<file path="config.mk">
export PLATFORM = sky130hd
export DESIGN_NAME = prio_event_encoder
export DESIGN_NICKNAME = d
export VERILOG_FILES = /design/src/rtl/prio_enc_pkg.sv /design/src/rtl/prio_event_encoder_pick.sv /design/src/rtl/prio_event_encoder.sv
export SDC_FILE = /design/constraint.sdc
export NUM_CORES = 1
export LEC_CHECK = 0
export CAP_MARGIN = 10
export CORE_UTILIZATION = 45
export CTS_BUF_LIST = sky130_fd_sc_hd__clkbuf_4 sky130_fd_sc_hd__clkbuf_8 sky130_fd_sc_hd__clkbuf_16
export DETAILED_ROUTE_END_ITERATION = 16
export PLACE_DENSITY = 0.78
export SLEW_MARGIN = 20
export SYNTH_ARGS = -nofsm -noshare
export SYNTH_HDL_FRONTEND = slang
export SYNTH_SLANG_ARGS = --single-unit
</file>
<file path="constraint.sdc">
create_clock -name clk -period 4.2 [get_ports clk]
set_input_delay 0.42 -clock clk [delete_from_list [all_inputs] [get_ports clk]]
set_output_delay 0.42 -clock clk [all_outputs]
set_load 0.1 [all_outputs]
</file>
<file path="src/rtl/prio_enc_pkg.sv">
// Shared types and helpers for the priority event encoder: state encoding,
// wrap-around first-set search and population count.
package prio_enc_pkg;

  typedef enum logic {
    EMPTY = 1'b0,
    FULL  = 1'b1
  } state_t;

  localparam int         N_MAX    = 32;
  localparam logic [7:0] DROP_MAX = 8'd255;

  // First set bit of pending, searching upward from start and wrapping modulo n.
  // Only bits below n are considered; start is assumed to be below n.
  function automatic logic [4:0] ffs_from(input logic [N_MAX-1:0] pending,
                                          input logic [4:0]       start,
                                          input int               n);
    logic [4:0] idx;
    logic       found;
    int         j;
    idx   = '0;
    found = 1'b0;
    for (int i = 0; i < N_MAX; i++) begin
      if (i < n) begin
        j = int'(start) + i;
        if (j >= n) j = j - n;
        if (!found && pending[j[4:0]]) begin
          idx   = j[4:0];
          found = 1'b1;
        end
      end
    end
    return idx;
  endfunction

  function automatic logic [5:0] popcount(input logic [N_MAX-1:0] v);
    logic [5:0] cnt;
    cnt = '0;
    for (int i = 0; i < N_MAX; i++) begin
      cnt = cnt + {5'd0, v[i]};
    end
    return cnt;
  endfunction

endpackage

</file>
<file path="src/rtl/prio_event_encoder_pick.sv">
// Combinational selector: index of the first pending bit at or after start
// (wrapping), plus a flag telling whether any bit is pending at all.
module prio_pick
  import prio_enc_pkg::*;
#(
  parameter int N = 8,
  parameter int W = $clog2(N)
) (
  input  logic [N-1:0] pending_i,
  input  logic [W-1:0] start_i,
  output logic [W-1:0] idx_o,
  output logic         any_o
);

  always_comb begin
    idx_o = W'(ffs_from(N_MAX'(pending_i), 5'(start_i), N));
    any_o = |pending_i;
  end

endmodule

</file>
<file path="src/rtl/prio_event_encoder.sv">
// Event encoder: request pulses accumulate in a pending register and are
// granted one index at a time over a valid/ready output.
// Define PRIO_RR_EN for round-robin selection; otherwise lowest index wins.
//
// state | meaning
// EMPTY | no grant held, out_valid low
// FULL  | out_idx/out_multi hold a grant, out_valid high
module prio_event_encoder
  import prio_enc_pkg::*;
#(
  parameter int N = 8,
  parameter int W = $clog2(N)
) (
  input  logic         clk,
  input  logic         rst,
  input  logic [N-1:0] req_i,
  output logic         out_valid,
  input  logic         out_ready,
  output logic [W-1:0] out_idx,
  output logic         out_multi,
  output logic [N-1:0] pending_o,
  output logic [7:0]   drop_cnt
);

  state_t       state_q, state_d;
  logic [N-1:0] pending_q, pending_d;
  logic [W-1:0] idx_q, idx_d;
  logic         multi_q, multi_d;
  logic [7:0]   drop_q, drop_d;

  logic [W-1:0] start;
  logic [W-1:0] sel_idx;
  logic         sel_any;
  logic         accept;
  logic         load;
  logic [N-1:0] load_clear;
  logic [N-1:0] merged;
  logic [8:0]   drop_sum;

`ifdef PRIO_RR_EN
  logic [W-1:0] rr_ptr_q, rr_ptr_d;
  assign start = rr_ptr_q;
`else
  assign start = '0;
`endif

  prio_pick #(
    .N (N),
    .W (W)
  ) u_pick (
    .pending_i (pending_q),
    .start_i   (start),
    .idx_o     (sel_idx),
    .any_o     (sel_any)
  );

  always_comb begin
    state_d    = state_q;
    idx_d      = idx_q;
    multi_d    = multi_q;
    load_clear = '0;
`ifdef PRIO_RR_EN
    rr_ptr_d   = rr_ptr_q;
`endif

    accept = (state_q == FULL) && out_ready;
    load   = ((state_q == EMPTY) || accept) && sel_any;

    if ((state_q == EMPTY) || accept) begin
      state_d = sel_any ? FULL : EMPTY;
    end

    if (load) begin
      load_clear[sel_idx] = 1'b1;
      idx_d   = sel_idx;
      multi_d = popcount(N_MAX'(pending_q)) > 6'd1;
`ifdef PRIO_RR_EN
      rr_ptr_d = (sel_idx == W'(N - 1)) ? '0 : sel_idx + W'(1);
`endif
    end

    // A req landing on the bit being granted this edge counts as a new event.
    pending_d = (pending_q & ~load_clear) | req_i;
    merged    = req_i & pending_q & ~load_clear;

    drop_sum = {1'b0, drop_q} + {3'b000, popcount(N_MAX'(merged))};
    drop_d   = (drop_sum > {1'b0, DROP_MAX}) ? DROP_MAX : drop_sum[7:0];
  end

  always_ff @(posedge clk) begin
    if (rst) begin
      state_q   <= EMPTY;
      pending_q <= '0;
      idx_q     <= '0;
      multi_q   <= 1'b0;
      drop_q    <= '0;
`ifdef PRIO_RR_EN
      rr_ptr_q  <= '0;
`endif
    end else begin
      state_q   <= state_d;
      pending_q <= pending_d;
      idx_q     <= idx_d;
      multi_q   <= multi_d;
      drop_q    <= drop_d;
`ifdef PRIO_RR_EN
      rr_ptr_q  <= rr_ptr_d;
`endif
    end
  end

  assign out_valid = (state_q == FULL);
  assign out_idx   = idx_q;
  assign out_multi = multi_q;
  assign pending_o = pending_q;
  assign drop_cnt  = drop_q;

endmodule

</file>
# Yosys cells after proc, flatten, opt, wreduce, memory -nomap -nowiden
# Index checks and enable logic that the tools add are counted.
[totals]
ff_bits = 21
in_bits = 11
output_inout_bits = 21
word_cells = 68
[classes]
add_sub_neg = 15
n_lt_le_gt_ge = 4
n_mux = 19
bitwise_logic = 6
reduce_logical = 19
[op_table]
columns = ["cell", "n"]
rows = [
  ["$add 6x1->6", 4],
  ["$and 8x8->8", 3],
  ["$mux 8", 2],
  ["$add 5x1->6", 2],
  ["$mux 3", 4],
  ["$add 4x1->5", 2],
  ["$logic_and 1x1->1", 10],
  ["$mux 1", 10],
  ["$add 8x6->9", 1],
  ["$gt 9x8->1 const B", 1],
  ["$add 3x1->4", 2],
  ["$not 8->8", 1],
  ["$or 8x8->8", 1],
  ["$reduce_or 8->1", 1],
  ["$logic_not 1->1", 7],
  ["$add 2x1->3", 2],
  ["$gt 6x1->1 const B", 1],
  ["$add 1x1->2", 2],
  ["$lt 3x4->1 const B", 1],
  ["$mux 2", 2],
  ["$demux 1 s3", 1],
  ["$ge 3x1->1 const B", 1],
  ["$logic_or 1x1->1", 1],
  ["$not 1->1", 1],
]

# Depth between registers and ports, before layout
[depth]
ltp_word = 39
ltp_mapped = 19
ltp_nobuf = 19

# Modules after synthesis
# A second synthesis with hierarchy kept.
[hier_totals]
cells_unflattened = 241
hier_area_um2 = 2145.8
[modules_own_cells]
columns = ["mod", "instances", "cells_per_inst", "area_per_inst_um2", "seq_area_each_um2"]
rows = [
  ["prio_event_encoder", 1, 149, 1301.2, 420.4],
  ["prio_pick", 1, 92, 844.6, 0.0],
]

# Worst setup path after synthesis
# No wires, ideal clock.
[synth_path]
kind = "register to register"
start = "register pending_q[0], in the netlist pending_o[0]"
end = "register drop_q[6], in the netlist drop_cnt[6]"
setup_time_ns = 0.133
arrival_ns = 5.178
required_ns = 4.067
slack_ns = -1.111
stages_incl_launch_ff = 20
n_path_buf = 0
synth_period_minus_slack_ns = 5.311
path_cell_list = "dfxtp_1 > inv_1 > ha_1 > a31oi_1 > o21ai_0 > a21oi_1 > a21oi_1 > fa_1 > inv_1 > fa_1 > inv_1 > fa_1 > fa_1 > inv_1 > fa_1 > nor2b_1 > o21ai_0 > a21oi_1 > and3b_1 > nor3_1"
[synth_via]
elab_chain_cells = 39
elab_cells_between_ends = 49
classes_between = "8 x add/sub; 3 x order compare; 18 x mux; 3 x bitwise; 17 x reduce/logical"
[synth_lines]
columns = ["item", "line_no", "source"]
rows = [
  ["from (decl)", "prio_event_encoder.sv:26", "logic [N-1:0] pending_q, pending_d;"],
  ["from (signal assigned)", "prio_event_encoder.sv:102", "pending_q <= pending_d;"],
  ["$mux 1", "prio_enc_pkg.sv:27", "if (!found && pending[j[4:0]]) begin"],
  ["$logic_not 1->1", "prio_enc_pkg.sv:27", ""],
  ["$logic_and 1x1->1", "prio_enc_pkg.sv:27", ""],
  ["$mux 1", "prio_enc_pkg.sv:27", ""],
  ["$logic_not 1->1", "prio_enc_pkg.sv:27", ""],
  ["$logic_and 1x1->1", "prio_enc_pkg.sv:27", ""],
  ["$mux 1", "prio_enc_pkg.sv:27", ""],
  ["$logic_not 1->1", "prio_enc_pkg.sv:27", ""],
  ["(+23 left out)", "--", ""],
  ["$add 3x1->4", "prio_enc_pkg.sv:40", "cnt = cnt + {5'd0, v[i]};"],
  ["$add 4x1->5", "prio_enc_pkg.sv:40", ""],
  ["$add 5x1->6", "prio_enc_pkg.sv:40", ""],
  ["$add 6x1->6", "prio_enc_pkg.sv:40", ""],
  ["$add 6x1->6 (*)", "prio_enc_pkg.sv:40", ""],
  ["$add 8x6->9 (*)", "prio_event_encoder.sv:86", "drop_sum = {1'b0, drop_q} + {3'b000, popcount(N_MAX'(merged))};"],
  ["$gt 9x8->1", "prio_event_encoder.sv:87", "drop_d = (drop_sum > {1'b0, DROP_MAX}) ? DROP_MAX : drop_sum[7:0];"],
  ["$mux 8 (*)", "prio_event_encoder.sv:87", ""],
  ["to (signal assigned)", "prio_event_encoder.sv:105", "drop_q <= drop_d;"],
  ["to (decl)", "prio_event_encoder.sv:29", "logic [7:0] drop_q, drop_d;"],
]
# Mark *: on every way between the ends. The rest lies on a longest branch, timed or not.
# A chain may end at the register's enable or synchronous reset.

# Worst setup path in the final report
[layout_path]
start = "register pending_q[3], in the netlist pending_o[3]"
end = "register drop_q[6], in the netlist drop_cnt[6]"
[layout_via]
elab_chain_cells = 31
elab_cells_between_ends = 39
classes_between = "8 x add/sub; 3 x order compare; 13 x mux; 3 x bitwise; 12 x reduce/logical"
[layout_lines]
columns = ["item", "line_no"]
rows = [
  ["$logic_and 1x1->1", "prio_enc_pkg.sv:27"],
  ["$mux 1", "prio_enc_pkg.sv:27"],
  ["$logic_not 1->1", "prio_enc_pkg.sv:27"],
  ["$logic_and 1x1->1", "prio_enc_pkg.sv:27"],
  ["$mux 1", "prio_enc_pkg.sv:27"],
  ["$logic_not 1->1", "prio_enc_pkg.sv:27"],
  ["$logic_and 1x1->1", "prio_enc_pkg.sv:27"],
  ["$mux 1", "prio_enc_pkg.sv:27"],
  ["(+15 left out)", "--"],
  ["$add 3x1->4", "prio_enc_pkg.sv:40"],
  ["$add 4x1->5", "prio_enc_pkg.sv:40"],
  ["$add 5x1->6", "prio_enc_pkg.sv:40"],
  ["$add 6x1->6", "prio_enc_pkg.sv:40"],
  ["$add 6x1->6 (*)", "prio_enc_pkg.sv:40"],
  ["$add 8x6->9 (*)", "prio_event_encoder.sv:86"],
  ["$gt 9x8->1", "prio_event_encoder.sv:87"],
  ["$mux 8 (*)", "prio_event_encoder.sv:87"],
]
# Marks and branches as above.

==> flow_summary.yaml <==
die:
  core.rowCount: 20
  start_util: 0.4721
  pin_count: 32
  coreArea_sq_mm: 0.003053
  die_y_um: 58.60
  fp.dieW_um: 58.60
  die_area_sq_mm: 0.003433
yosys:
  synthCells: 168
  synth-warning-count: 0
  ys_async_sr_fraction: 0
  avgSynthCellArea_sq_um: 8.580
  ys_types: 33
  synth_commonest_cells: "inv_1 (25), dfxtp_1 (21), a21oi_1 (18)"
  synth.largest_area_cell: "dfxtp_1"
  yosysTopAreaCellShare: 0.2917
  ys_seq_area_frac: 0.2917
  post-synth-top-count-cell: "inv_1"
  netlist_area_sq_mm: 0.001441
  synth-seq-cells: 21
  synth.top_cells.by_area: "dfxtp_1 (29%), fa_1 (13%), ha_1 (10%), inv_1 (6.5%), a21oi_1 (6.3%)"
  syn-num-nets: 200
  synth_edf_count: 0
  ys.flop_type: "dfxtp_1"
clocking:
  cts.reportedPaths.clkPinSlew_ns: 0.13
  clock_path_buffers: 2
  tritoncts: "built"
  insertion_delay_ns: 0.31
  cts_inserted_buffers: 3
  cts-root-buf: "clkbuf_4"
  holdBufCountCts: 0
  cts.sinks: 21
  h-tree-depth: 1
hold_path:
  hold_class: "reg2reg"
  worstHoldStart: "out_idx[1]"
  whs_path_depth: 2
route:
  drt-initial-drc-count: 47
  viasPerCell: 5.338
  ant_nets: 0
  drc_errors: 0
  dr.pass1.iters: 5
  wire_per_inst_um: 13.87
  vias: 1404
  drt_wl_total_mm: 3.648
setup_path:
  crit_path_start: "pending_o[3]"
  cp.required_ns: 4.44
  r2r-start: "pending_o[3]"
  cp.arrival_ns: 4.58
  cp_max_fo: 4
  worst_setup_path_end_kind: "flop"
  crit_type: "reg2reg"
  start_kind: "flop"
  reg2reg_depth: 19
global_routing:
  grt_pass1_vias: 1421
  grt.total_usage: 0.2192
  antenna_found_initial: 0
  overflow: 0
  grt_max_degree: 22
  grt_first_pass_wirelength_mm: 5.761
finish:
  fin_nets: 252
  layout-drive-gt1-share: 0.2694
  num_antenna_cells: 0
  fin_cells: 263
  syn2layout_area_growth_pct: 42.62
outcome:
  violations: "negative setup slack"
  outcome: "finished with violations"
timing:
  slew_violations: 0
  slew_headroom: 0.3490
  max_freq_mhz: 230.6
  skew_ns: 0.01421
  hold_viol_final: 0
  post-route-min-period_ns: 4.337
  tightest_slew_ns: 0.9734
  grt_setup_unrepaired: "yes"
  setup_viol: 8
  fin_crit_sh: 1.033
  timing.final.ws_setup_ns: -0.1373
  finalSetupTns_ns: -0.8477
flow_run:
  drv_cap: 0
placement:
  routabilityCongestion: 0.8497
  io_buffers: 31
  dpl.hpwl_mm: 2.638
  dp.cells: 250
pwr:
  p_per_area_mw_per_mm2: 461.7
  vdd_drop_max_mv: 0.4064
  power_leakage_nw: 0.8877
## metal layers
| layer | vias up | routed length (um) | part of all wire | track usage |
|---|---|---|---|---|
| li1 | 676 | - | - | - |
| met1 | 663 | 1453 | 0.40 | 0.2350 |
| met2 | 61 | 1933 | 0.53 | 0.4253 |
| met3 | 4 | 231 | 0.063 | 0.03516 |
| met4 | 0 | 31 | 0.0085 | 0.08503 |
| met5 | - | 0 | 0 | 0 |
## timing repair
item / 4_1_cts / 5_1_grt
endpoints found under the setup margin: 8 / 8
buffers inserted: 4 / 5
endpoints found under the hold margin: 0 / 0
pin swaps: 1 / 6
resized for setup: 6 / 6
## flip-flops by register name (all words and copies together) (netlist names)
signal	count
out_multi	1
out_idx	3
drop_cnt	8
out_valid	1
pending_o	8
## worst max-delay path, stage by stage (launching register included)
cell     delay [ns]
dfxtp_4        0.38
or2_4          0.24
a31oi_1        0.18
o21ai_1        0.11
a21oi_2        0.25
a21oi_2        0.10
fa_1           0.53
inv_2          0.04
fa_1           0.50
inv_1          0.05
fa_1           0.53
fa_2           0.25
inv_2          0.04
fa_2           0.34
nor2b_2        0.15
o21ai_2        0.10
a21oi_2        0.19
buf_4          0.13
nor2_2         0.03
nor3_1         0.12
## where the power goes
group	internal [mW]	switching (mW)	leakage, nW
Sequential	0.229	0.0245	0.177
Clock	0.0356	0.0664	0.0177
Combinational	0.207	0.387	0.693
Total	0.471	0.478	0.888
## path summary, 6_finish.rpt
path	to	slack, ns
worst max-delay path	drop_cnt[6]	-0.14
worst min register to register	out_idx[1]	0.46
worst max register to register	drop_cnt[6]	-0.14
worst min-delay path	out_idx[1]	0.46
## cells by family (layout without fill, tap and decap cells)
logic type	after synthesis	count (layout)	share of synthesized area
xor gates and xnor gates	4	4	0.02431
DFF	21	21	0.2917
adders and majority gates	21	21	0.2292
buffers and inverters	30	81	0.08854
muxes	2	2	0.01476
and+or+nand+nor	49	49	0.1727
AOI/OAI and AO/OA	41	41	0.1788
## stage by stage
stage	area [sq um]	total power, mW	utilization	worst slack (ns)	hold slack, ns
after detailed placement	1926	0.8112	0.6307	-0.2627	0.4462
after global placement	1926	0.7922	0.6307	-0.1231	0.4427
after CTS	2003	0.9285	0.6561	-0.02526	0.4625
after floorplan	1504	0.6741	-	-0.08367	0.4921
after global routing	2056	1.003	0.6734	-0.3045	0.4930
final	2056	0.9491	0.6734	-0.1373	0.4587
## cells in the final DEF, fill, tap and decap left out, types with 2 or more instances in the layout
cell,instances
clkdlybuf4s50_1,31
inv_1,21
buf_4,21
nor2_1,16
a21oi_1,15
dfxtp_1,13
ha_1,11
nand2_1,10
a211oi_1,7
fa_1,7
dfxtp_4,5
and3_1,4
nand3_1,3
o21ai_1,3
a21oi_2,3
nor3_1,3
xor2_1,3
clkbuf_4,3
dfxtp_2,3
a31oi_1,2
nand2_2,2
inv_4,2
inv_2,2
o21ai_0,2
a311oi_1,2
fa_2,2
## cell type report
cell class / instances / area (sq um)
timing repair buffer: 52 / 467.9
clock inverter: 1 / 5.005
tap: 44 / 55.05
fill: 259 / 997.2
multi-input combinational: 117 / 963.4
inverter: 25 / 98.84
clock buffer: 3 / 22.52
sequential: 21 / 442.9
(Power assumes the default switching activity.)
==> edit 1, RTL diff (same flow settings) <==
Make the reset (`rst`) asynchronous in one clocked block.
--- a/src/rtl/prio_event_encoder.sv
+++ b/src/rtl/prio_event_encoder.sv
@@ -89,3 +89,3 @@
 
-  always_ff @(posedge clk) begin
+  always_ff @(posedge clk or posedge rst) begin
     if (rst) begin
Behaviour: differs if rst is asserted again (counterexample within 4 cycles, from zero or initial values and one cycle with rst high); with rst held inactive, the same outputs for 10 cycles.
==> edit 1 against the unedited design <==
  * The flow still finishes with violations (negative setup slack)
  * Clock skew hardly changed
  * Power is 62% higher
  * Core utilization increased by 4.9 points
  * Largest cell class unchanged
  * Area after synthesis increased by 7.4%
  * Routed wire length up 12%
  * Critical path depth shrank 3
  * Non-clock buffer count up 8
  * Sequential power is 21% higher
  * Sequential cell count is the same
  * Final area grew 11%
  * Setup slack got worse by 33 ps
  * Sequential share of layout area grew 2.2 points
==> edit 1: results (changes against the unedited design) <==
metric;value;unit;change
outcome;finished, violations left;;
failing checks;negative setup slack;;
GRT Overall Usage;0.245;;+0.0261
P_leak;0.00101;µW;+13%
Vias/cell;5.48;;+2.7%
final worst slack;-171;ps;-33.4 ps
Hold Startpoint;out_idx[2];;
worst-margin pin slew;969;ps;-4.20 ps
Synth top cells by count;inv_1, dfrtp_1, ha_1, nand2_1;;
Worst EP arrival;4600;ps;+20 ps
crit path max fanout;3;;-1
Seq/Total Area, Yosys;0.340;;+0.0479
Final #Nets;251;;-0.40%
worst reg2reg path depth;16;;-3
Peak VDD IR;0.828;mV;+100%
Final setup viols;8;;unchanged
WHS Endpoint;out_idx[2];;
layout cells sized above 1;0.321;;+0.0517
clk_lat worst skew;330;ps;+20 ps
Cell variety after synth;41;;+24%
Setup Skew;14.4;ps;+0.224 ps
Critical R2R Launch;pending_o[5];;
detailed placer's ending HPWL;3110;µm;+18%
DR WL/cell;15.6;µm;+12%
first-pass GRT wire length;6500;µm;+13%
switch share;0.547;;+0.0427
vias in the first global route;1487;;+4.6%
[edit 1: through the flow]
| stage | total power [µW] | instance area [µm²] | instances |
|---|---|---|---|
| after floorplan | 1080 | 1630 | 155 |
| after CTS | 1490 | 2240 | 261 |
| after detailed placement | 1340 | 2180 | 256 |
| final | 1540 | 2280 | 262 |
| after global placement | 1300 | 2180 | 256 |
| after global routing | 1640 | 2280 | 262 |
[edit 1: layout make-up]
cell class | count | area (µm²) | share of cell area
inverter | 22 | 87.6 | 0.0385
sequential | 21 | 541 | 0.237
clock inverter | 1 | 7.51 | 0.00330
tap | 44 | 55.1 | 0.0242
multi-input combinational | 111 | 1040 | 0.455
timing repair buffer | 60 | 528 | 0.232
clock buffer | 3 | 22.5 | 0.00989
[edit 1: kinds of logic after synthesis]
logic type | count (synthesis) | share of synthesized area
compound gates | 47 | 0.220
simple gates | 41 | 0.152
buf+inv | 23 | 0.0606
fa+ha+maj | 21 | 0.213
flops | 21 | 0.340
mux | 2 | 0.0146
[edit 1: worst max-delay path by stage]
stage,cells past startpoint,slack (ps),to,startpoint
after floorplan,18,-430,drop_cnt[6],pending_o[0]
after global placement,16,-120,drop_cnt[6],out_ready
after detailed placement,16,-220,drop_cnt[6],out_ready
after CTS,16,-160,drop_cnt[6],pending_o[5]
after global routing,16,-290,drop_cnt[6],pending_o[5]
final,16,-170,drop_cnt[6],pending_o[5]
[edit 1: timing repair]
item	4_1_cts	5_1_grt
hold buffers	0	0
resized for setup	6	7
pin swaps	5	1
setup buffers	1	1
setup endpoints to repair	8	8
[edit 1: metal layers]
layer | GRT usage | up-vias | wire (µm)
met2 | 0.410 | 54 | 1980
met5 | 0 | - | 0
met3 | 0.0341 | 18 | 165
met1 | 0.309 | 687 | 1760
met4 | 0.130 | 0 | 174
li1 | - | 678 | -
[edit 1: power groups by stage]
stage | registers (µW) | clock network [µW] | logic [µW]
after floorplan | 640 | 0 | 436
after global placement | 303 | 0 | 998
after detailed placement | 305 | 0 | 1030
after CTS | 302 | 108 | 1080
after global routing | 311 | 117 | 1210
final | 306 | 107 | 1130
[edit 1: worst max-delay path: cells and delay by family (launching register included)]
family / cells / cell delay, ps
adder cells (fa/ha/maj): 5 / 2150
multiplexers: 1 / 300
AO/OA/AOI/OAI: 5 / 840
buffers and inverters: 3 / 130
AND/OR/NAND/NOR: 2 / 410
flip-flops: 1 / 460
==> edit 2, RTL diff (same settings) <==
Made on the original files. `N` is set to 8 in 2 places; all go to 4.
--- a/src/rtl/prio_event_encoder_pick.sv
+++ b/src/rtl/prio_event_encoder_pick.sv
@@ -5,3 +5,3 @@
 #(
-  parameter int N = 8,
+  parameter int N = 4,
   parameter int W = $clog2(N)
--- a/src/rtl/prio_event_encoder.sv
+++ b/src/rtl/prio_event_encoder.sv
@@ -10,3 +10,3 @@
 #(
-  parameter int N = 8,
+  parameter int N = 4,
   parameter int W = $clog2(N)
Interface: changed (resized out_idx, pending_o and req_i); port bits go from 32 to 23. The function was not compared with the original's and may differ.
==> edit 2 against the unedited design <==
  * Setup slack gained 910 ps
  * Critical path type unchanged
  * Non-clock buffer count decreased by 30
  * Core utilization decreased by 3.4 points
  * Final area fell by 45%
  * Via count down 45%
  * Sequential share of layout area grew 6.8 points
  * Clock power down 27%
  * Routed wire length decreased by 52%
  * Area after synthesis down 40%
  * Hold slack got worse by 0.55 ps
  * Sequential cell count shrank 5
  * Power is 55% lower
==> edit 2: results (changes against the unedited design) <==
metric;value;unit;change
outcome;finished clean;;
GPL Wtd Cong;0.840;;-1.1%
sequential standard cell area;320;µm²;-28%
Buffers, non-clock;22;;-58%
placed inst area;1110;µm²;-43%
P_leak;0.000431;µW;-51%
Setup Skew;5.21;ps;-9.00 ps
Mapped Nets;111;;-45%
fraction of area in multi-input gates;0.447;;-0.0219
Clk power;74.7;µW;-27%
Critical R2R Launch;pending_o[0];;
DRT Pass-1 Iters;4;;-1
post-CTS setup buffer count;0;;-4
clock network area share;0.0200;;+0.00657
Seq/Total Area, Yosys;0.369;;+0.0777
comb_multi_in;69;;-41%
Synth area leaders;dfxtp_1, fa_1, ha_1;;
final worst slack;771;ps;+908 ps
initial DRC count;17;;-64%
crit path max fanout;6;;+2
Hold Startpoint;out_idx[0];;
Cells after Synth;96;;-43%
slew margin rel.;0.348;;-0.000905
Synth top cells by count;dfxtp_1, a21oi_1, nor2_1, inv_1, nand2_1;;
first-pass GRT wire length;2990;µm;-48%
Power Total;427;µW;-55%
Place WS;584;ps;+846 ps
edit 2: cell types whose count changed after synthesis, sizes merged, moves of 5 or more:
cell    unedited run  this run
a211oi             8         2
fa                 9         4
ha                12         4
a21oi             18         9
nand2             12         6
inv               25         8
nor2              17         9
dfxtp             21        16
edit 2: layer usage:
metal,track usage,vias to the layer above
met3,0.0833,4
met2,0.290,22
met1,0.276,361
li1,-,388
met4,0.0529,0
met5,0,-
edit 2: cell families after synthesis:
group / synth area share
compound gates: 0.157
buf+inv: 0.0491
flops: 0.369
mux: 0.0231
fa+ha+maj: 0.150
xor+xnor: 0.0101
simple gates: 0.241
edit 2: how the worst max path moves through the flow:
stage                        endpoint  depth (start not counted)         start
after CTS                 drop_cnt[6]                         12  pending_o[0]
after global routing      drop_cnt[6]                         12  pending_o[0]
after global placement    drop_cnt[6]                         11     out_ready
after floorplan           drop_cnt[6]                         12  pending_o[0]
final                     drop_cnt[6]                         12  pending_o[0]
after detailed placement  drop_cnt[6]                         11     out_ready
